==> config.mk <==
export PLATFORM = sky130hd
export DESIGN_NAME = shot_responder
export DESIGN_NICKNAME = d
export VERILOG_FILES = /design/src/rtl/game_pkg.sv /design/src/rtl/board_regfile.sv /design/src/rtl/shot_responder.sv
export SDC_FILE = /design/constraint.sdc
export NUM_CORES = 1
export LEC_CHECK = 0
export ABC_AREA = 1
export BUFFER_PORTS_ARGS = -buffer_cell sky130_fd_sc_hd__buf_4
export CAP_MARGIN = 20
export CORE_ASPECT_RATIO = 2
export CORE_MARGIN = 1
export CORE_UTILIZATION = 40
export CTS_CLUSTER_DIAMETER = 40
export DETAILED_ROUTE_END_ITERATION = 8
export PLACE_DENSITY = 0.51
export SLEW_MARGIN = 20
export SYNTH_ARGS = -nofsm -noshare
export SYNTH_HDL_FRONTEND = slang
export SYNTH_SLANG_ARGS = --single-unit
==> constraint.sdc <==
create_clock -name clk -period 10.4 [get_ports clk]
set_input_delay 2.08 -clock clk [delete_from_list [all_inputs] [get_ports clk]]
set_output_delay 2.08 -clock clk [all_outputs]
set_load 0.02 [all_outputs]
==> src/rtl/game_pkg.sv <==
// Shared types and constants for the battleship defender side.
package game_pkg;
  typedef enum logic [1:0] {EMPTY = 2'b00, SHIP = 2'b01, MISS = 2'b10, HIT = 2'b11} cell_t;
  typedef enum logic [1:0] {ANS_NONE = 2'b00, ANS_MISS = 2'b01, ANS_HIT = 2'b10, ANS_INVALID = 2'b11} answer_t;

  localparam int GRID_SIZE = 10;
  localparam int ROW_HI = 7;
  localparam int ROW_LO = 4;
  localparam int COL_HI = 3;
  localparam int COL_LO = 0;

  function automatic logic pos_in_range(input logic [7:0] pos, input int grid);
    return (int'(pos[ROW_HI:ROW_LO]) < grid) && (int'(pos[COL_HI:COL_LO]) < grid);
  endfunction
endpackage

==> src/rtl/board_regfile.sv <==
// GRID x GRID board of 2-bit cells: one write port with all-clear, lookup and renderer read ports.
module board_regfile
  import game_pkg::*;
#(
  parameter int GRID = GRID_SIZE
) (
  input  logic       clk,
  input  logic       rst,
  input  logic       i_clr,
  input  logic       i_we,
  input  logic [7:0] i_wpos,
  input  logic [1:0] i_wdata,
  input  logic [7:0] i_lk_pos,
  output logic [1:0] o_lk_cell,
  input  logic [7:0] i_rd_pos,
  output logic [1:0] o_rd_cell
);
  logic [GRID-1:0][GRID-1:0][1:0] r_cells;

  always_ff @(posedge clk or posedge rst) begin
    if (rst)
      r_cells <= '0;
    else if (i_clr)
      r_cells <= '0;
    else if (i_we && pos_in_range(i_wpos, GRID))
      r_cells[i_wpos[ROW_HI:ROW_LO]][i_wpos[COL_HI:COL_LO]] <= i_wdata;
  end

  // Out-of-range addresses read as EMPTY so callers never index past the array.
  assign o_lk_cell = pos_in_range(i_lk_pos, GRID) ?
                     r_cells[i_lk_pos[ROW_HI:ROW_LO]][i_lk_pos[COL_HI:COL_LO]] : EMPTY;
  assign o_rd_cell = pos_in_range(i_rd_pos, GRID) ?
                     r_cells[i_rd_pos[ROW_HI:ROW_LO]][i_rd_pos[COL_HI:COL_LO]] : EMPTY;
endmodule

==> src/rtl/shot_responder.sv <==
// Defender: places fleet, answers opponent shots over valid/ready, tracks ships left and loss.
// Define SHOT_REPEAT_CHECK_EN to answer repeated shots (MISS/HIT cells) as invalid.
module shot_responder
  import game_pkg::*;
#(
  parameter int GRID = GRID_SIZE
) (
  input  logic       clk,
  input  logic       rst,
  input  logic       new_game,
  input  logic       place_we,
  input  logic [7:0] place_pos,
  input  logic       arm,
  input  logic       shot_valid,
  input  logic [7:0] shot_pos,
  output logic       shot_ready,
  output logic       ans_valid,
  output logic [1:0] ans_code,
  input  logic       ans_ready,
  output logic [6:0] ships_left,
  output logic       game_lost,
  input  logic [7:0] rd_pos,
  output logic [1:0] rd_cell
);
  typedef enum logic [1:0] {IDLE, LOOKUP, RESPOND} state_t;

  state_t     r_state, w_next;
  logic       r_armed, r_game_lost;
  logic [7:0] r_shot_pos;
  logic [1:0] r_ans_code;
  logic [6:0] r_ships_left;

  logic       w_shot_ready, w_accept, w_lookup, w_place, w_shot_wr, w_dec, w_we;
  logic [1:0] w_lk_cell, w_code, w_shot_data, w_wdata;
  logic [7:0] w_lk_pos;

  // Placement and shots never overlap (armed splits them), so one lookup port serves both.
  assign w_lk_pos = r_armed ? r_shot_pos : place_pos;
  assign w_lookup = (r_state == LOOKUP);
  assign w_place  = place_we & ~r_armed & pos_in_range(place_pos, GRID) & (w_lk_cell == EMPTY);
  assign w_accept = shot_valid & w_shot_ready;
  assign w_we     = (w_lookup & w_shot_wr) | w_place;
  assign w_wdata  = r_armed ? w_shot_data : SHIP;

  board_regfile #(.GRID(GRID)) u_board (
    .clk       (clk),
    .rst       (rst),
    .i_clr     (new_game),
    .i_we      (w_we),
    .i_wpos    (w_lk_pos),
    .i_wdata   (w_wdata),
    .i_lk_pos  (w_lk_pos),
    .o_lk_cell (w_lk_cell),
    .i_rd_pos  (rd_pos),
    .o_rd_cell (rd_cell)
  );

  always_comb begin
    w_code      = ANS_INVALID;
    w_shot_wr   = 1'b0;
    w_shot_data = SHIP;
    w_dec       = 1'b0;
    if (pos_in_range(r_shot_pos, GRID)) begin
      case (cell_t'(w_lk_cell))
        EMPTY: begin w_code = ANS_MISS; w_shot_wr = 1'b1; w_shot_data = MISS; end
        SHIP:  begin w_code = ANS_HIT;  w_shot_wr = 1'b1; w_shot_data = HIT; w_dec = 1'b1; end
`ifdef SHOT_REPEAT_CHECK_EN
        default: w_code = ANS_INVALID;
`else
        MISS:    w_code = ANS_MISS;
        default: w_code = ANS_HIT;
`endif
      endcase
    end
  end

  always_ff @(posedge clk or posedge rst) begin
    if (rst) r_state <= IDLE;
    else     r_state <= w_next;
  end

  always_comb begin
    w_next       = r_state;
    w_shot_ready = 1'b0;
    case (r_state)
      IDLE: begin
        w_shot_ready = r_armed & ~r_game_lost;
        if (shot_valid && w_shot_ready) w_next = LOOKUP;
      end
      LOOKUP:  w_next = RESPOND;
      RESPOND: if (ans_ready) w_next = IDLE;
      default: w_next = IDLE;
    endcase
    if (new_game) w_next = IDLE;
  end

  always_ff @(posedge clk or posedge rst) begin
    if (rst) begin
      r_armed      <= 1'b0;
      r_shot_pos   <= '0;
      r_ans_code   <= ANS_NONE;
      r_ships_left <= '0;
      r_game_lost  <= 1'b0;
    end else if (new_game) begin
      r_armed      <= 1'b0;
      r_ans_code   <= ANS_NONE;
      r_ships_left <= '0;
      r_game_lost  <= 1'b0;
    end else begin
      if (arm)      r_armed    <= 1'b1;
      if (w_accept) r_shot_pos <= shot_pos;
      if (w_lookup) r_ans_code <= w_code;
      if (w_place)
        r_ships_left <= r_ships_left + 7'd1;
      else if (w_lookup && w_dec)
        r_ships_left <= r_ships_left - 7'd1;
      // Covers both the final hit and arming an empty fleet.
      if (r_armed && ((r_ships_left == 7'd0) || (w_lookup && w_dec && r_ships_left == 7'd1)))
        r_game_lost <= 1'b1;
    end
  end

  assign shot_ready = w_shot_ready;
  assign ans_valid  = (r_state == RESPOND);
  assign ans_code   = r_ans_code;
  assign ships_left = r_ships_left;
  assign game_lost  = r_game_lost;
endmodule

# Word level (Yosys, flattened, before mapping)
# Index checks and enable logic that the tools add are counted.
# word_totals
ff_bits,221
in_bits,31
out_inout_bits,14
elab_cells,204
# op_classes
addsub,2
order_cmp,14
n_eq_ne,7
mux,41
bitwise_logic,10
reduce_logical,24
# ops
cell,count
200-bit 2-to-1 mux,2
200-bit bitwise mux,1
20-bit binary-select mux with 4-bit select,2
20-bit demux with 4-bit select,1
20-bit 2-to-1 mux,3
4-bit less-than comparator (second input constant),8
2-bit 2-to-1 mux,14
7-bit 2-to-1 mux,3
4-bit by 5-bit less-than comparator with 1-bit output (second input constant),4
2-bit binary-select mux with 4-bit select,2
1-bit logical AND,11
1-bit 2-to-1 mux,9
2-bit demux with 4-bit select,1
4-bit by 1-bit >= comparator with 1-bit output (second input constant),2
8-bit 2-to-1 mux,1
2-bit nonzero test,4
7-bit by 1-bit adder with 7-bit output (second input constant),1
7-bit by 1-bit equality test with 1-bit output (second input constant),1
7-bit zero test,1
7-bit by 1-bit subtractor with 7-bit output (second input constant),1
1-bit bitwise AND,6
2-bit case mux with 3 select lines,1
2-bit by 1-bit equality test with 1-bit output (second input constant),2
2-bit equality test (second input constant),2
other kinds (10),15

# Logic depth before layout (Yosys ltp)
# logic_depth
word_depth,15
mapped_depth,24
ltp_nobuf,22

# Cells and area by module
# From an unflattened synthesis, not the netlist that was laid out.
# unflattened
cells_unflattened,2031
hier_area_um2,13837.0
# by_module_without_submodules
mod,instances,cells_each,area_per_inst_um2,seq_area_each_um2
board_regfile,1,1828,12414.4,5004.8
shot_responder,1,203,1422.6,525.5

# Worst setup path after synthesis
# Ideal clock, no wire load.
# synth_timing
path_kind,input to output
start,input rd_pos[4]
end,output rd_cell[1]
t_arrival_ns,3.768
required_ns,8.320
setup_slack_ns,4.552
cell_stages,9
n_path_buf,3
path_cell_list,clkbuf_1 > clkbuf_1 > clkbuf_1 > o21ai_0 > nand3_1 > nand3_1 > a21oi_1 > o211ai_1 > o21ai_0
# synth_between
elab_chain_cells,5
# synth_rtl
element,line,source
start: declaration,shot_responder.sv:22,"input logic [7:0] rd_pos,"
20-bit binary-select mux with 4-bit select,board_regfile.sv:33,r_cells[i_rd_pos[ROW_HI:ROW_LO]][i_rd_pos[COL_HI:COL_LO]] : EMPTY;
20-bit 2-to-1 mux (not written as such),board_regfile.sv:33,
2-bit binary-select mux with 4-bit select,board_regfile.sv:33,
2-bit 2-to-1 mux (not written as such),board_regfile.sv:33,
2-bit 2-to-1 mux (*),board_regfile.sv:32,"assign o_rd_cell = pos_in_range(i_rd_pos, GRID) ?"
end: declaration,shot_responder.sv:23,output logic [1:0] rd_cell
# Mark *: on every way between the ends. The rest lies on a longest branch, timed or not. The select of a mux whose other input is x is not followed.

# Final worst setup path
# layout_timing
start,input rd_pos[4]
end,output rd_cell[0]
# Same word-level chain as after synthesis.

==> results.json <==
{
  "outcome": "completed",
  "rows": 103,
  "slew_headroom_pct": 21.3,
  "required_ns": 8.32,
  "fin_setup_tns_ns": 0,
  "initial_core_util_pct": 40.6,
  "cap_violations": 0,
  "fp.dieW_um": 144,
  "place_hpwl_um": 41500,
  "gp_congestion": 0.899,
  "vias": 17800,
  "syn_area_um2": 16100,
  "cp.arrival_ns": 5.00,
  "slowest_stage": "buf_4",
  "worst_slack_ns": 3.32,
  "wire_per_inst_um": 23.4,
  "pre_cts_ws_ns": 3.37,
  "use_met3_pct": 4.95,
  "h-tree-depth": 2,
  "antenna_found_initial": 2,
  "min_path_type": "flop to flop",
  "ctsHoldBuffers": 0,
  "fin_cells": 2905,
  "die_area_um2": 41000,
  "ir_drop_mv": 0.127,
  "drc": 0,
  "final_max_slew_viol_count": 0,
  "nFillCells": 4234,
  "power_mw": 2.98,
  "clkSinkCount": 221,
  "rsz0062_at_grt": "no",
  "vias_per_cell": 6.12,
  "grt_use_met2_pct": 56.2,
  "timing.rr.start": "r_armed",
  "cts_resized": 0,
  "finalInstanceArea_um2": 17600,
  "grt.busiest_layer": "met2",
  "path_cells": "buf_4 -> inv_2 -> buf_4 -> a21oi_1 -> o21ai_0 -> o21ai_0 -> o221ai_1 -> nand3_1 -> nand3_1 -> nand3_1 -> a32o_1 -> buf_4",
  "grt_pass1_wl_um": 104000,
  "gr-total-overflow": 0,
  "slowest_delay_ns": 0.69,
  "synth_edf_count": 0,
  "synth-main-ff-cell": "dfrtp_1",
  "async_flop_share_pct": 100,
  "core_area_um2": 39600,
  "globalRouteMet1Util_pct": 39.6,
  "post_dp_cell_area_um2": 16300,
  "r2r_cells": 21,
  "start_kind": "primary input",
  "finalSetupViolations": 0,
  "cp-end-kind": "output pin",
  "grt_util_all_layers_pct": 33.8,
  "period_minus_slack_ns": 7.08,
  "drive_above_1_share_pct": 8.03,
  "drt_pre_antenna_iters": 6,
  "fmax_mhz": 141,
  "period_share_pct": 68.1,
  "hold_viol_final": 0,
  "cp_max_fo": 74,
  "drt_iter0_markers": 1613,
  "regToRegSetupSlack_ns": 4.42,
  "insertion_delay_ns": 0.56,
  "final.setup_skew_ns": 0.0271,
  "synth_seq_area_share_pct": 34.4,
  "r2r-end": "u_board.r_cells[154]",
  "tightest_slew_ns": 1.18,
  "ant_nets": 0,
  "cts_post_setup_buffers_inserted": 0,
  "ys_types": 42,
  "io_pins": 45,
  "yosysWarnings": 0,
  "syn_to_final_growth_pct": 9.44,
  "ys_ff_latch": 221,
  "io_buffers": 44,
  "cts.path.max_buffers": 3,
  "dp_cells": 2836,
  "critPathLaunch": "rd_pos[4]",
  "clk_pin_slew_ns": 0.06,
  "die_h_um": 285,
  "cts_tree": "done",
  "synthCells": 2470,
  "ctsRootBufferMaster": "clkbuf_16",
  "cts_made_buffers": 37,
  "endpoint": "rd_cell[0]",
  "grt_pass1_vias": 17200,
  "synth_nets": 2505,
  "power.density_nw_per_um2": 169,
  "nets": 2385,
  "wl_um": 68000,
  "grt_max_degree": 153,
  "power_leakage_nw": 8.21,
  "path_class": "primary input to output pin",
  "avgSynthCellArea_um2": 6.51
}
through the flow:
stage | util [%] | hold slack (ns)
2_1_floorplan | - | 0.469
3_3_place_gp | 41.2 | 0.487
3_5_place_dp | 41.2 | 0.487
4_1_cts | 44.4 | 0.501
5_1_grt | 44.4 | 0.527
6_report | 44.5 | 0.496
registers in the layout, summed over array words and instances, names as in the netlist:
| signal | cells |
|---|---|
| ships_left | 7 |
| r_shot_pos | 8 |
| u_board.r_cells | 200 |
| game_lost | 1 |
| ans_code | 2 |
| r_state | 2 |
| r_armed | 1 |
layout by cell type, fill, tap and decap left out, types with 3 or more instances in the layout:
cell type / instances
nand4_1: 207
nand3_1: 417
ha_1: 4
nand2_2: 10
clkinv_2: 3
nand3b_1: 6
o211ai_1: 37
a31oi_1: 5
dfrtp_1: 221
inv_2: 10
nand2_4: 5
o22ai_1: 7
o221ai_1: 12
clkbuf_16: 37
o21ai_0: 119
bufinv_16: 3
or2_2: 8
inv_6: 8
o21ai_1: 21
clkinv_1: 4
nand2_1: 515
clkinv_4: 5
o21ai_2: 3
nor3_1: 104
nor2_1: 288
inv_1: 153
xor2_1: 8
a21oi_1: 49
inv_8: 8
nor2_2: 3
buf_4: 72
clkinvlp_4: 3
critical path: cells and delay by family:
family,cells,cell delay (ns)
AOI/OAI and AO/OA,5,0.92
and+or+nand+nor,3,0.38
buffers and inverters,4,1.52
synth_stat cells, types with 37 or more instances:
cell type / instances / share of area, %
dfrtp_1: 221 / 34
clkbuf_1: 146 / 3.4
nor3_1: 105 / 3.3
o211ai_1: 37 / 1.7
inv_1: 159 / 3.7
nor2_1: 288 / 6.7
nand3_1: 418 / 13
a21oi_1: 49 / 1.5
nand4_1: 207 / 8.1
nand2_1: 517 / 12
o21ai_0: 119 / 3.7
per-layer routing:
| metal | vias up | part of all wire, % |
|---|---|---|
| li1 | 8180 | - |
| met1 | 8507 | 37 |
| met2 | 869 | 49 |
| met3 | 237 | 7.0 |
| met4 | 0 | 7.1 |
| met5 | - | 0 |
power breakdown:
part / switching (mW) / internal (mW) / total, mW
logic: 0.620 / 0.163 / 0.784
registers: 0.0206 / 0.880 / 0.900
clock network: 0.539 / 0.757 / 1.30
total: 1.18 / 1.80 / 2.98
how the worst min path moves through the flow:
| stage | start | end | slack [ns] | cells after the start |
|---|---|---|---|---|
| floorplan | u_board.r_cells[102] | u_board.r_cells[102] | 0.47 | 2 |
| detailed placement | u_board.r_cells[175] | u_board.r_cells[175] | 0.49 | 2 |
| global placement | u_board.r_cells[162] | u_board.r_cells[162] | 0.49 | 2 |
| CTS | u_board.r_cells[175] | u_board.r_cells[175] | 0.50 | 2 |
| finish | u_board.r_cells[175] | u_board.r_cells[175] | 0.50 | 2 |
| global route | u_board.r_cells[150] | u_board.r_cells[150] | 0.53 | 2 |
final cells by class:
cell class | instances | area, um2 | area share (%)
clock inverters | 29 | 339 | 1.93
multi-input cells | 1846 | 8890 | 50.5
well taps | 525 | 657 | 3.73
clock buffers | 38 | 930 | 5.29
inverters | 170 | 652 | 3.71
repair buffers | 74 | 588 | 3.34
flip-flops and latches | 221 | 5530 | 31.4
diodes | 2 | 5.00 | 0.0285
cell families after synthesis:
logic type / Yosys count / share of synthesized area [%]
AOI/OAI and AO/OA: 258 / 9.19
xor gates and xnor gates: 10 / 0.545
adders and majority gates: 4 / 0.311
buffers and inverters: 403 / 10.6
DFF: 221 / 34.4
muxes: 1 / 0.0701
and+or+nand+nor: 1573 / 44.9
Power figures use the tool's default switching activity.
